[src/rtl/div_unit_pkg.sv]
// Shared definitions for the iterative integer divider: op encodings, FSM states
// and the fixed iteration count of the radix-2 datapath.
package div_unit_pkg;

  typedef enum logic [1:0] {
    OP_DIV  = 2'd0,
    OP_DIVU = 2'd1,
    OP_REM  = 2'd2,
    OP_REMU = 2'd3
  } op_t;

  typedef enum logic [1:0] {
    S_IDLE = 2'd0,
    S_CALC = 2'd1,
    S_DONE = 2'd2
  } state_t;

  localparam int unsigned DIV_ITERS = 32;
  localparam logic [5:0]  DIV_LAST  = 6'(DIV_ITERS - 1);

endpackage

[src/rtl/div_unit.sv]
// 32-bit radix-2 restoring divider for DIV/DIVU/REM/REMU: 32 CALC cycles, done one
// cycle later; divide-by-zero and signed overflow finish at T+1. No start while busy.
module div_unit
  import div_unit_pkg::*;
(
  input  logic        clk,
  input  logic        rst_n,
  input  logic        start,
  input  logic [1:0]  op,
  input  logic [31:0] dividend,
  input  logic [31:0] divisor,
  input  logic        flush,
  output logic        busy,
  output logic        done,
  output logic [31:0] result
);

  state_t      state;
  logic [5:0]  cnt;
  logic [31:0] rem_q;
  logic [31:0] quo_q;
  logic [31:0] dvs_q;
  logic        neg_q;
  logic        neg_r;
  logic        sel_rem;

  op_t         op_in;
  logic        is_signed;
  logic        is_rem;
  logic        a_neg;
  logic        b_neg;
  logic [31:0] a_mag;
  logic [31:0] b_mag;
  logic        div_zero;
  logic        sgn_ovf;

  logic [32:0] shifted;
  logic [32:0] diff;
  logic [31:0] rem_nxt;
  logic [31:0] quo_nxt;
  logic [31:0] q_fin;
  logic [31:0] r_fin;

  assign op_in = op_t'(op);

  always_comb begin
    is_signed = (op_in == OP_DIV) || (op_in == OP_REM);
    is_rem    = (op_in == OP_REM) || (op_in == OP_REMU);
    a_neg     = is_signed & dividend[31];
    b_neg     = is_signed & divisor[31];
    a_mag     = a_neg ? (32'd0 - dividend) : dividend;
    b_mag     = b_neg ? (32'd0 - divisor)  : divisor;
    div_zero  = (divisor == 32'd0);
    sgn_ovf   = is_signed && (dividend == 32'h8000_0000) && (divisor == 32'hFFFF_FFFF);
  end

  // One restoring step: the dividend magnitude shifts out of quo_q into the
  // partial remainder while quotient bits shift in from the bottom.
  always_comb begin
    shifted = {rem_q, quo_q[31]};
    diff    = shifted - {1'b0, dvs_q};
    if (!diff[32]) begin
      rem_nxt = diff[31:0];
      quo_nxt = {quo_q[30:0], 1'b1};
    end else begin
      rem_nxt = shifted[31:0];
      quo_nxt = {quo_q[30:0], 1'b0};
    end
    q_fin = neg_q ? (32'd0 - quo_nxt) : quo_nxt;
    r_fin = neg_r ? (32'd0 - rem_nxt) : rem_nxt;
  end

  always_ff @(posedge clk) begin
    if (!rst_n) begin
      state   <= S_IDLE;
      busy    <= 1'b0;
      done    <= 1'b0;
      result  <= 32'd0;
      cnt     <= 6'd0;
      rem_q   <= 32'd0;
      quo_q   <= 32'd0;
      dvs_q   <= 32'd0;
      neg_q   <= 1'b0;
      neg_r   <= 1'b0;
      sel_rem <= 1'b0;
    end else if (flush) begin
      state <= S_IDLE;
      busy  <= 1'b0;
      done  <= 1'b0;
      cnt   <= 6'd0;
    end else begin
      case (state)
        S_IDLE: begin
          done <= 1'b0;
          if (start) begin
            sel_rem <= is_rem;
            cnt     <= 6'd0;
            busy    <= 1'b1;
            if (div_zero) begin
              result <= is_rem ? dividend : 32'hFFFF_FFFF;
              state  <= S_DONE;
              done   <= 1'b1;
            end else if (sgn_ovf) begin
              result <= is_rem ? 32'd0 : 32'h8000_0000;
              state  <= S_DONE;
              done   <= 1'b1;
            end else begin
              quo_q <= a_mag;
              rem_q <= 32'd0;
              dvs_q <= b_mag;
              neg_q <= a_neg ^ b_neg;
              neg_r <= a_neg;
              state <= S_CALC;
            end
          end
        end
        S_CALC: begin
          rem_q <= rem_nxt;
          quo_q <= quo_nxt;
          cnt   <= cnt + 6'd1;
          if (cnt == DIV_LAST) begin
            state  <= S_DONE;
            done   <= 1'b1;
            result <= sel_rem ? r_fin : q_fin;
          end
        end
        S_DONE: begin
          state <= S_IDLE;
          busy  <= 1'b0;
          done  <= 1'b0;
          cnt   <= 6'd0;
        end
        default: begin
          state <= S_IDLE;
          busy  <= 1'b0;
          done  <= 1'b0;
        end
      endcase
    end
  end

endmodule
[config.mk]
export PLATFORM = sky130hd
export DESIGN_NAME = div_unit
export DESIGN_NICKNAME = d
export VERILOG_FILES = /design/src/rtl/div_unit_pkg.sv /design/src/rtl/div_unit.sv
export SDC_FILE = /design/constraint.sdc
export NUM_CORES = 1
export LEC_CHECK = 0
export BUFFER_PORTS_ARGS = -buffer_cell sky130_fd_sc_hd__buf_2
export CAP_MARGIN = 20
export CELL_PAD_IN_SITES_DETAIL_PLACEMENT = 0
export CELL_PAD_IN_SITES_GLOBAL_PLACEMENT = 1
export CORE_ASPECT_RATIO = 1.5
export CORE_UTILIZATION = 45
export DETAILED_ROUTE_END_ITERATION = 10
export HOLD_SLACK_MARGIN = 0.03
export PLACE_DENSITY_LB_ADDON = 0.1
export SETUP_SLACK_MARGIN = 0.2
export SLEW_MARGIN = 15
export SYNTH_ARGS = -nofsm -noshare
export SYNTH_HDL_FRONTEND = slang
export SYNTH_SLANG_ARGS = --single-unit
[constraint.sdc]
create_clock -name clk -period 6.5 [get_ports clk]
set_input_delay 0.65 -clock clk [delete_from_list [all_inputs] [get_ports clk]]
set_output_delay 0.65 -clock clk [all_outputs]
set_load 0.02 [all_outputs]
**Word-level counts from Yosys, hierarchy flattened**

Cells that the tools add are included.

- Bits in registers: 141
- Input bits: 70
- Output and inout bits: 34

- Add/subtract/negate cells: 6
- Equality and inequality tests: 12
- Muxes and demuxes: 36
- Bitwise operators: 8
- Reductions and logical operators: 17

Operators with widths:

| kind | number |
|---|---|
| 2-to-1 mux 32 bit | 18 |
| case mux 32 bit (2 select lines) | 3 |
| subtractor 1 x 32 -> 32 bit, first input constant | 4 |
| == test 32 bit, second input constant | 2 |
| subtractor 33 x 32 -> 33 bit | 1 |
| logical NOT 32 bit | 1 |
| case mux 6 bit (3 select lines) | 1 |
| AND reduction 5 bit | 3 |
| 2-to-1 mux 2 bit | 4 |
| inequality test 2 bit, second input constant | 4 |
| adder 6 x 1 -> 6 bit, second input constant | 1 |
| == test 2 bit, second input constant | 3 |
| == test 6 x 5 -> 1 bit, second input constant | 1 |
| 2-to-1 mux 1 bit | 6 |
| 2-to-1 mux 6 bit | 1 |
| AND reduction 2 bit | 3 |
| NOT 1 bit | 5 |
| logical NOT 2 bit | 2 |
| case mux 1 bit (2 select lines) | 2 |
| case mux 2 bit (2 select lines) | 1 |
| inequality test 3 bit, second input constant | 1 |
| AND reduction 3 bit | 1 |
| nonzero test 3 bit | 1 |
| bitwise AND 1 bit | 2 |
| other kinds (6) | 8 |

**Depth between registers and ports, before layout**

- Word-level depth: 8
- Gate-level depth with buffers: 23

**Worst setup path after synthesis**

No wires, ideal clock.

- Kind: reg2reg
- Start: register quo_q[31]
- End: register result[28]
- Library setup time: 0.119 ns
- Arrival time: 5.307 ns
- Setup slack: 1.074 ns
- Stages on the path, launching flop included: 24
- Path buffers: 3
- Cell sequence: dfxtp_1 > inv_1 > ha_1 > fa_1 > nor2b_1 > o31a_4 > o2111ai_2 > a2111oi_4 > o21a_1 > buf_6 > nor2_8 > inv_2 > buf_2 > buf_1 > ha_1 > nand3_1 > or4_1 > or2_2 > or3_1 > o21ai_0 > xor2_1 > o211a_1 > o21ai_0 > o221a_1

- Longest elaborated chain between the ends: 7
- Elaborated cells on any way between the ends: 10
- Classes of those cells: add/sub: 3; mux: 7

Ends and longest elaborated chain:

| item | line | RTL |
|---|---|---|
| from (decl) | div_unit.sv:21 | `logic [31:0] quo_q;` |
| from (signal assigned) | div_unit.sv:108 | `quo_q <= a_mag;` |
| from (signal assigned) | div_unit.sv:119 | `quo_q <= quo_nxt;` |
| subtractor 33 x 32 -> 33 bit | div_unit.sv:61 | `diff = shifted - {1'b0, dvs_q};` |
| 2-to-1 mux 1 bit or 2-to-1 mux 32 bit (tied branches) | div_unit.sv:62 | `if (!diff[32]) begin` |
| subtractor 1 x 32 -> 32 bit, on equally long branches | div_unit.sv:69, div_unit.sv:70 |  |
| 2-to-1 mux 32 bit, on equally long branches | div_unit.sv:69, div_unit.sv:70 |  |
| 2-to-1 mux 32 bit * | div_unit.sv:124 | `result <= sel_rem ? r_fin : q_fin;` |
| 2-to-1 mux 32 bit * | div_unit.sv:121 | `if (cnt == DIV_LAST) begin` |
| case mux 32 bit (2 select lines) * | div_unit.sv:92 | `case (state)` |
| to (signal assigned) | div_unit.sv:100 | `result <= is_rem ? dividend : 32'hFFFF_FFFF;` |
| to (signal assigned) | div_unit.sv:104 | `result <= is_rem ? 32'd0 : 32'h8000_0000;` |
| to (signal assigned) | div_unit.sv:124 |  |
| to (decl) | div_unit.sv:15 | `output logic [31:0] result` |

Every way passes the cells marked *; elsewhere a longest branch is shown, timed or not. The select of a mux whose other input is x is not followed.
A chain may end at the register's enable or synchronous reset.

**Final worst setup path**

- Start: register quo_q[31]
- End: register result[30]

Same word-level chain as after synthesis.

==> metrics.txt <==
ys flop type=dfxtp_1; Worst-Margin Slew=1.005 ns; Worst path slowest cell=or4_1; simple-gate share of the synthesized area=23.39%; unrepaired setup endpoints after global routing=no; worst path required time=6.80 ns; Detail Route Antenna Nets=0; # fillers=2735; Yosys Warn Count=0; worst r2r dst=result[30]; post-synthesis mux area share=3.556%; Startpoint Class=register; first-pass GRT wire length=between 60000 and 70000 um; Async SR Flop Fraction=0%; Vias=roughly 12000; final estimated routing congestion in global placement=approximately 0.9; drt total wl=40690 um; Hold Slack=slightly below 0.5 ns; antenna violations before repair=0; PortBufs=103; die area=between 20000 and 30000 um^2; CP delay by family, top=compound AO/OA/AOI/OAI gates; max-slew violations=0; Sum Neg Setup Slack=0 ns; CP Class=register to register; Final Hold Viols=0; cts repair resizes=0; pwr dens=200.8 nW/um^2; Netlist cell types=85; fmax=178.9 MHz; hold wc startpoint=done; XOR/XNOR Fraction of Synth Area=9.689%; Max Cap Viol=0; Hold Path Cell Cnt=1; GRT Total Usage=31.01%; mapped cell area=around 12000 um^2; Clock Path Buffers=2; 1st-iter DRT viols=611; Final #Nets=between 1500 and 2000; CTS Sinks=141; adder-cell share of the synthesized area=under 10%; register bit total from synthesis=141; DP HPWL=30790 um; Clock Skew=0.01314 ns; number of buffers added for setup after CTS=0; worst vdd ir=around 0.00018 V; Hold Path End=done; R2R Path Start=quo_q[31]; vias in the first global route=between 10000 and 15000; H-tree depth=4; worst path cell trace=inv_1, ha_1, fa_1, nor2b_1, o31a_4, o2111ai_2, a2111oi_4, o21a_1, nor2_8, inv_2, buf_4, a21boi_0, inv_1, ha_1, nand3_1, mux2_4, or4_1, o41ai_2, xor2_1, a41oi_1; combinational family with the most area after synthesis=compound AO/OA/AOI/OAI gates; CP Max Fanout=43; status=finished clean; fin crit share=85.97%; DR pass1 iterations=5; largest net degree at the start of global routing=76; CTS tree=yes; Placement Cell Area=between 10000 and 15000 um^2; share of cells above drive strength 1=11.90%; minimum clock period=about 5.6 ns; # rows=72; antenna cell count=0; Root Driver=clkbuf_16; design area=13010 um^2; Area growth syn-to-layout=10.73%; Multi-input gate area=8303 um^2; Register Area=approximately 2800 um^2; number of hold buffers added after CTS=0; WP data arrival=5.88 ns; commonest non-fill, non-tap cell in the layout=nor2_1; wire per inst=approximately 20 um; crit path capture type=register; Pleak=5.121 nW; Die Span Y=around 200 um; Clock Latency Late Sink=0.45 ns; Tot Pwr=2.613 mW; mean cell area of the mapped netlist=between 7 and 8 um^2; I/O pin cnt=around 100; Worst Path Buf+Inv=4; Die X=133.9 um; synthesized net count=1728; Worst Hold Class=register to register; path depth of the worst reg2reg path=20; worst rel slew slack=32.63%; routed vias/inst=6.014; DR DRC count=0; total CTS buffers=17; reg2reg setup slack=0.91 ns; setup violators final=0; Synth Area in Compound Gates=between 20% and 30%; Initial Util=between 40% and 50%; Core Area=roughly 26000 um^2; CP max stage delay=0.56 ns; EDFF count, synth=0; most frequent cells in the layout=nor2_1, a21oi_1, dfxtp_1; GRT overflow=0; cells after synthesis=1619; CTS clk-pin slew, worst paths=about 0.06 ns; sequential area share after synthesis=24.02%
## metal layers
metal  wire, um  vias up  global-route usage [%]
met5          0        -                       0
met4       1845        0                   16.33
met3       1327       68                   3.838
met2      20780      257                   55.94
met1      16740     5745                   35.56
li1           -     5939                       -
## cell usage after synthesis, types with 14 or more instances
| master | number | area share, % |
|---|---|---|
| mux2i_1 | 29 | 2.5 |
| xor2_1 | 56 | 4.2 |
| nand3_1 | 22 | 0.94 |
| ha_1 | 38 | 4.0 |
| a21oi_1 | 141 | 6.0 |
| nand2b_1 | 19 | 1.0 |
| o211ai_1 | 22 | 1.4 |
| nor4_1 | 15 | 0.80 |
| nand2_1 | 114 | 3.6 |
| nor3_1 | 36 | 1.5 |
| dfxtp_1 | 141 | 24 |
| a21o_1 | 14 | 0.89 |
| xnor2_1 | 74 | 5.5 |
| nand4_1 | 20 | 1.1 |
| o31ai_1 | 21 | 1.3 |
| a22oi_1 | 17 | 1.1 |
| o21ai_0 | 131 | 5.6 |
| or3_1 | 19 | 1.0 |
| clkbuf_1 | 80 | 2.6 |
| and2_1 | 17 | 0.91 |
| a211oi_1 | 74 | 4.7 |
| a31oi_1 | 22 | 1.2 |
| nor2_1 | 231 | 7.4 |
| o41ai_1 | 14 | 1.0 |
| inv_1 | 61 | 1.9 |
## where the power goes
part	total, mW	leakage (nW)	switching [mW]	internal (mW)
clock	1.03	0.293	0.413	0.622
combinational	0.638	3.68	0.413	0.225
sequential	0.941	1.15	0.0400	0.902
total	2.61	5.12	0.865	1.75
## area by class of cell
cell class,instances,share of cell area (%)
Multi-Input combinational cell,1312,63.81
Sequential cell,141,21.69
Timing Repair Buffer,117,4.865
Clock buffer,21,3.538
Tap cell,333,3.202
Inverter,63,1.827
Clock inverter,10,1.067
## cell families after synthesis
group,Yosys count
simple gates,566
compound gates,537
buf+inv,166
flops,141
xor+xnor,130
mux,40
fa+ha+maj,39
## state kept, by name, summed over array words and instances, names as in the netlist, 2 cells and up
| register | cells |
|---|---|
| quo_q | 32 |
| dvs_q | 32 |
| result | 32 |
| cnt | 6 |
| state | 2 |
| rem_q | 32 |
## stage by stage
step | setup slack (ns) | utilization [%] | cells
floorplan | 1.074 | - | 1619
global placement | 1.054 | 48.16 | 1966
detailed placement | 0.9895 | 48.18 | 1966
CTS | 0.9433 | 50.51 | 1997
global route | 0.5759 | 50.51 | 1997
finish | 0.9116 | 50.51 | 1997
## worst max-delay path by stage
stage / startpoint / to / cells past startpoint
after floorplan: quo_q[31] / result[28] / 23
after detailed placement: quo_q[31] / result[30] / 20
final: quo_q[31] / result[30] / 20
after global routing: quo_q[31] / result[30] / 20
after CTS: quo_q[31] / result[30] / 20
after global placement: quo_q[31] / result[28] / 20
(Power assumes the default switching activity.)
